### src/rtl/fma_mac_pipe.sv
// Three-stage pipelined multiply-accumulate: out = a*b + (c | acc), signed or unsigned per beat.
// S1 captures operands, S2 holds the extended product, S3 adds, updates acc and drives out/ovf.
module fma_mac_pipe #(
   parameter int W     = 32,
   parameter int ACC_W = 72
) (
   input  logic             clk,
   input  logic             rst,
   input  logic             in_valid,
   output logic             in_ready,
   input  logic [W-1:0]     a,
   input  logic [W-1:0]     b,
   input  logic [ACC_W-1:0] c,
   input  logic             signed_mode,
   input  logic             acc_en,
   input  logic             acc_clr,
   output logic             out_valid,
   input  logic             out_ready,
   output logic [ACC_W-1:0] out,
   output logic             ovf
);

   // Handshake: a beat moves on in_valid & in_ready, a result on out_valid & out_ready.
   // A result held without out_ready freezes every stage, so in_ready drops in the same cycle.
   logic stall;

   logic             s1_valid_q;
   logic [W-1:0]     s1_a_q;
   logic [W-1:0]     s1_b_q;
   logic [ACC_W-1:0] s1_c_q;
   logic             s1_signed_q;
   logic             s1_acc_en_q;
   logic             s1_acc_clr_q;

   logic             s2_valid_q;
   logic [ACC_W-1:0] s2_prod_q;
   logic [ACC_W-1:0] s2_c_q;
   logic             s2_signed_q;
   logic             s2_acc_en_q;
   logic             s2_acc_clr_q;

   logic             out_valid_q;
   logic [ACC_W-1:0] out_q;
   logic             ovf_q;
   logic [ACC_W-1:0] acc_q;

   logic [2*W-1:0]   a_x;
   logic [2*W-1:0]   b_x;
   logic [2*W-1:0]   prod_full;
   logic [ACC_W-1:0] prod_d;

   logic [ACC_W-1:0] addend;
   logic [ACC_W:0]   sum;
   logic [ACC_W-1:0] out_d;
   logic             ovf_d;
   logic [ACC_W-1:0] acc_d;

   assign stall     = out_valid_q & ~out_ready;
   assign in_ready  = ~stall;
   assign out_valid = out_valid_q;
   assign out       = out_q;
   assign ovf       = ovf_q;

   // Extending both operands to 2W bits lets one multiplier serve both modes.
   always_comb begin
      a_x       = {{W{s1_signed_q & s1_a_q[W-1]}}, s1_a_q};
      b_x       = {{W{s1_signed_q & s1_b_q[W-1]}}, s1_b_q};
      prod_full = a_x * b_x;
      if (s1_signed_q) begin
         prod_d = ACC_W'($signed(prod_full));
      end else begin
         prod_d = ACC_W'(prod_full);
      end
   end

   always_comb begin
      addend = s2_c_q;
      if (s2_acc_en_q) begin
         addend = s2_acc_clr_q ? '0 : acc_q;
      end
      sum   = {1'b0, addend} + {1'b0, s2_prod_q};
      out_d = sum[ACC_W-1:0];
      if (s2_signed_q) begin
         ovf_d = (addend[ACC_W-1] == s2_prod_q[ACC_W-1]) &&
                 (out_d[ACC_W-1] != addend[ACC_W-1]);
      end else begin
         ovf_d = sum[ACC_W];
      end
      acc_d = acc_q;
      if (s2_acc_en_q) begin
         acc_d = out_d;
      end else if (s2_acc_clr_q) begin
         acc_d = '0;
      end
   end

   always_ff @(posedge clk or negedge rst) begin
      if (!rst) begin
         s1_valid_q   <= 1'b0;
         s1_a_q       <= '0;
         s1_b_q       <= '0;
         s1_c_q       <= '0;
         s1_signed_q  <= 1'b0;
         s1_acc_en_q  <= 1'b0;
         s1_acc_clr_q <= 1'b0;
         s2_valid_q   <= 1'b0;
         s2_prod_q    <= '0;
         s2_c_q       <= '0;
         s2_signed_q  <= 1'b0;
         s2_acc_en_q  <= 1'b0;
         s2_acc_clr_q <= 1'b0;
         out_valid_q  <= 1'b0;
         out_q        <= '0;
         ovf_q        <= 1'b0;
         acc_q        <= '0;
      end else if (!stall) begin
         s1_valid_q <= in_valid;
         if (in_valid) begin
            s1_a_q       <= a;
            s1_b_q       <= b;
            s1_c_q       <= c;
            s1_signed_q  <= signed_mode;
            s1_acc_en_q  <= acc_en;
            s1_acc_clr_q <= acc_clr;
         end
         s2_valid_q <= s1_valid_q;
         if (s1_valid_q) begin
            s2_prod_q    <= prod_d;
            s2_c_q       <= s1_c_q;
            s2_signed_q  <= s1_signed_q;
            s2_acc_en_q  <= s1_acc_en_q;
            s2_acc_clr_q <= s1_acc_clr_q;
         end
         // Bubbles leave out/ovf/acc untouched so the last result stays visible.
         out_valid_q <= s2_valid_q;
         if (s2_valid_q) begin
            out_q <= out_d;
            ovf_q <= ovf_d;
            acc_q <= acc_d;
         end
      end
   end

endmodule

### config.mk
export PLATFORM = sky130hd
export DESIGN_NAME = fma_mac_pipe
export DESIGN_NICKNAME = d
export VERILOG_FILES = /design/src/rtl/fma_mac_pipe.sv
export SDC_FILE = /design/constraint.sdc
export NUM_CORES = 2
export LEC_CHECK = 0
export BUFFER_PORTS_ARGS = -buffer_cell sky130_fd_sc_hd__buf_2
export CORE_UTILIZATION = 59
export CTS_CLUSTER_SIZE = 12
export DETAILED_ROUTE_END_ITERATION = 10
export GPL_TIMING_DRIVEN = 0
export PLACE_DENSITY = 0.79
export RECOVER_POWER = 50
export REMOVE_ABC_BUFFERS = 1
export SYNTH_ARGS = -nofsm -noshare
export SYNTH_HDL_FRONTEND = slang
export SYNTH_SLANG_ARGS = --single-unit
### constraint.sdc
create_clock -name clk -period 7.8 [get_ports clk]
set_input_delay 1.17 -clock clk [delete_from_list [all_inputs] [get_ports clk]]
set_output_delay 1.17 -clock clk [all_outputs]
set_load 0.005 [all_outputs]
=== After elaboration in Yosys (flattened, before gate mapping) ===
Cells that the tools add are included.

* Bits of input ports: 143
* Output and inout port bits: 75
* Register bits after elaboration: 434

* Bitwise gates (word level): 5
* $add $sub $neg: 1
* Reduce and logical (&&, ||, !) cells: 4
* Equal/unequal tests: 2
* Multipliers: 1
* Mux-type cells: 5

{| class="wikitable"
|+ Operators by type and width
! operator !! number
|-
| $mux 72 || 4
|-
| $add 72x72->73 || 1
|-
| $mul 33x33->64 || 1
|-
| $reduce_and 2->1 || 3
|-
| $and 1x1->1 || 3
|-
| $not 1->1 || 2
|-
| $eq 1x1->1 || 1
|-
| $logic_and 1x1->1 || 1
|-
| $mux 1 || 1
|-
| $ne 1x1->1 || 1
|}

=== Depth between registers and ports, before layout ===
* Depth in word-level cells: 6
* Gate-level depth with buffers: 31
* Mapped depth without buffers: 29

=== Worst setup path before layout ===
Ideal clock, no wire load.

* Path type: register to register
* Start point: register s1_a_q[31]
* End point: register s2_prod_q[60]
* Period minus slack after synthesis: 7,937 ps
* Stages on the path, launching flop included: 26
* Data required time: 7,717 ps
* Setup slack: -137 ps
* Arrival: 7,854 ps
* Buffers on the path: 2
* Path through: dfrtp_1 -> and2_1 -> clkbuf_1 -> nand2_1 -> inv_1 -> fa_1 -> fa_1 -> fa_1 -> inv_1 -> fa_1 -> inv_1 -> fa_1 -> fa_1 -> inv_1 -> fa_1 -> fa_1 -> inv_1 -> ha_1 -> clkbuf_1 -> nand4_1 -> nor4_1 -> a21oi_1 -> o311ai_0 -> a221oi_1 -> xor2_1 -> o21ai_0

* Word-level cells in the longest chain between the ends: 3

{| class="wikitable"
|+ Ends and longest elaborated chain
! item !! RTL line !! text
|-
| start, declared || 28 || <nowiki>logic [W-1:0] s1_a_q;</nowiki>
|-
| start signal, assigned || 100 || <nowiki>s1_a_q <= '0;</nowiki>
|-
| start signal, assigned || 119 || <nowiki>s1_a_q <= a;</nowiki>
|-
| $and 1x1->1 || 66 || <nowiki>a_x = {{W{s1_signed_q & s1_a_q[W-1]}}, s1_a_q};</nowiki>
|-
| $mul 33x33->64 (*) || 68 || <nowiki>prod_full = a_x * b_x;</nowiki>
|-
| $mux 72 (*) || 69 || <nowiki>if (s1_signed_q) begin</nowiki>
|-
| end signal, assigned || 128 || <nowiki>s2_prod_q <= prod_d;</nowiki>
|-
| end, declared || 36 || <nowiki>logic [ACC_W-1:0] s2_prod_q;</nowiki>
|}

Every way passes the cells marked *; elsewhere a longest branch is shown, timed or not.
A chain may end at the register's enable or synchronous reset.

=== Worst setup path after layout ===
* Start point: register s1_signed_q
* End point: register s2_prod_q[63]

* Word-level cells in the longest chain between the ends: 3

{| class="wikitable"
|+ Ends and longest elaborated chain
! item !! RTL line !! text
|-
| start, declared || 31 || <nowiki>logic s1_signed_q;</nowiki>
|-
| start signal, assigned || 122 || <nowiki>s1_signed_q <= signed_mode;</nowiki>
|-
| $and 1x1->1, on equally long branches || 66, 67 ||
|-
| $mul 33x33->64 (*) || 68 ||
|-
| $mux 72 (*) || 69 ||
|}

Marks and branches as above.

==> flow_summary.toml <==
[outcome]
status = "finished, violations left"
failing_checks = "capacitance limit, slew limit, setup timing"

[min_path]
min-delay-start = "s1_c_q[71]"
hold_removal_path_class = "flip-flop to flip-flop"

[place]
dp_slack_ns = -2.748
place.gp.congestion = 0.9486
place.port_buffers = 217
dp_wirelength_um = 115800

[clock_tree]
cts_buffers = 50
tritoncts_num_sinks = 427
clock-root-buffer = "clkbuf_16"
cts.path.max_buffers = 3
worst_skew_pair.late_latency_ns = 0.68
cts.reportedPaths.clkPinSlew_ns = 0.06
tritoncts = "built"
cts-htree-levels = 2

[die]
fp.dieH_um = 316.2
io_pins = 218
num_rows = 114
start_util_pct = 59.87
die_area_mm2 = 0.09998
fp.dieW_um = 316.2
core_region_area_mm2 = 0.09728

[synthesis]
synthArstFlopShare_pct = 100.0
post_synth_xor_xnor_area_pct = 2.120
synth_top_cell_by_area = "fa_1"
muxShareOfSynthArea_pct = 2.956
synth.yosys.warnings = 0
synth_largest_type_area_fraction_pct = 38.70
area_of_the_mapped_netlist_mm2 = 0.05824
synthDistinctLibCells = 69
ys_seq_area_share_pct = 18.35
synth_simple_gate_area_share_pct = 13.81
synth_enable_flop_cells = 0
synthesis.area_per_instance_um2 = 9.303
synth_seq_cells = 427
synthesized_area_fraction_occupied_by_ao_oa_aoi_and_oai_cells_pct = 7.712
synth_top_family_by_area = "adder cells"
netlist_instances = 6261
synthAdderAreaFrac_pct = 44.80
synth_area_leaders = "fa_1 39%, dfrtp_1 18%, nand2_1 8.0%, inv_1 7.9%, ha_1 6.1%"
postSynth.topFlopCell = "dfrtp_1"

[routing]
post_drt_wl_per_cell_um = 23.18
drt_pre_antenna_iters = 6
ant_nets = 0
drt-initial-drc-count = 4300
post_drt_via_cell_ratio = 5.939
detailroute.via_count = 46070
drcViolationCount = 0
routed_wirelength_um = 179800

[critical_path]
timing_worst_setup_path_type = "flip-flop to flip-flop"
crit_path_start = "s1_signed_q"
cpMaxStageDelayCell = "fa_2"
setup.worst_path.start_class = "flip-flop"
critPathRequiredTime_ns = 8.33
worstSetupEndpointType = "flip-flop"
critical_path.max_fanout = 4
crit-reg2reg-launch = "s1_signed_q"
ff2ff_setup_slack_ns = -0.41
critPathArrivalTime_ns = 8.74
worst_path_largest_cell_delay_ns = 0.67

[layout]
final_layout_size_suffix_gt1_share_pct = 15.68
postLayoutCoreUtil_pct = 67.68
layout_stage_area_growth_over_the_synthesis_result_pct = 13.03
layout_commonest_cell = "nand2_1"
final_net_count = 7994
most-common-layout-cells = "1,223 x nand2_1, 1,191 x inv_1, 1,087 x fa_1"

[run]
max-cap-violations = 4

[sta]
final-setup-viol-count = 16
post-route-min-period_ns = 8.212
worst_slew_pin_slew_ns = 4.927
clock_skew_ns = 0.04594
drv_slew = 338
rsz0062_at_grt = "true"
achievable-frequency_ghz = 0.1218
report.final.hold_viol_count = 0
final.period_utilization_pct = 105.3
postLayoutSetupSlackWorst_ns = -0.4120
max-slew-margin-rel_pct = -228.5

[global_routing]
antenna_violations_before_repair = 12
grt-ovfl-total = 0
largest_net_degree_at_the_start_of_global_routing = 97
grt.total_usage_pct = 36.25
grt_pass1_wl_um = 275200
first_global_vias = 49420
what timing repair did:
item / CTS / global route
setup buffers: 204 / 55
pin swaps: 154 / 120
hold buffers: 0 / 0
gates resized for setup: 281 / 121
gates cloned: 2 / 2
setup endpoints to repair: 38 / 25
cell families (layout without fill, tap and decap cells):
family / count (synthesis) / after routing
DFF: 427 / 427
muxes: 153 / 153
AOI/OAI and AO/OA: 714 / 714
and+or+nand+nor: 1826 / 1827
buffers and inverters: 1590 / 1806
other: 0 / 3
adders and majority gates: 1410 / 1410
xor gates and xnor gates: 141 / 141
Yosys cell counts (4+ instances only):
master / number
and4_1: 5
ha_1: 284
buf_2: 4
nand2b_1: 15
xor2_1: 45
buf_1: 15
fa_1: 1126
o21ai_0: 277
clkbuf_1: 342
a22o_1: 61
xnor2_1: 96
a21o_1: 89
nor3_1: 17
nor4_1: 4
o21a_1: 17
o21bai_1: 17
o31ai_1: 14
o211ai_1: 8
nor2b_1: 19
a21oi_1: 132
nor2_1: 98
a211oi_1: 15
o21ai_1: 4
a31oi_1: 24
dfrtp_1: 427
or3_1: 4
mux2_2: 152
or2_2: 12
and2_1: 301
inv_1: 1229
a211o_1: 5
a221oi_1: 4
nand4_1: 32
nand2_1: 1235
and3_1: 36
nand3_1: 41
a31o_2: 4
per-stage QoR:
stage / instance area, um^2 / hold slack, ns / instances / TNS, ns
finish: 65830 / 0.4719 / 7757 / -3.194
floorplan: 56880 / 0.4331 / 5900 / -5.220
detailed placement: 60100 / 0.4617 / 7411 / -61.33
CTS: 65080 / 0.4773 / 7706 / -0.8356
global route: 65830 / 0.4936 / 7756 / -17.07
global placement: 59570 / 0.4557 / 7393 / -1607.15
layer usage:
layer | share of wire, % | wire length [um] | global-route usage (%) | up-vias
met5 | 0.028 | 51 | 0 | -
met4 | 6.4 | 11560 | 19.11 | 8
met3 | 13 | 22580 | 11.11 | 709
met2 | 45 | 80600 | 56.52 | 2802
met1 | 36 | 65010 | 45.64 | 23260
li1 | - | - | - | 19290
cell type report:
type,count,area (um^2)
Multi-Input combinational cell,4245,42670
Fill cell,7079,31440
Sequential cell,427,10910
Inverter,1229,4629
Timing Repair Buffer,488,4400
Tap cell,1276,1597
Clock buffer,69,1383
Clock inverter,20,242.7
Antenna cell,3,7.507
final timing paths:
kind,end,cells past startpoint
worst max register to register,s2_prod_q[63],30
worst min-delay path,s2_c_q[71],2
min in group asynchronous,s1_c_q[66],1
worst min register to register,s2_c_q[71],2
worst max-delay path,s2_prod_q[63],30
max in group asynchronous,s1_b_q[9],2
critical path, delay by kind of cell, from the launching register on:
kind / cells / cell delay [ns]
simple gates: 5 / 0.67
compound gates: 7 / 1.16
buf+inv: 8 / 0.93
xor+xnor: 1 / 0.19
fa+ha+maj: 9 / 4.51
flops: 1 / 0.57
flip-flops by register name (all words and copies together), names as in the netlist, 32 cells and up:
name,flops
s2_prod_q,65
out,72
s2_c_q,72
s1_b_q,32
acc_q,72
s1_c_q,72
s1_a_q,32
Power is not shown: default switching activity piles up to over one toggle a cycle in this logic, so the estimate is an artifact.
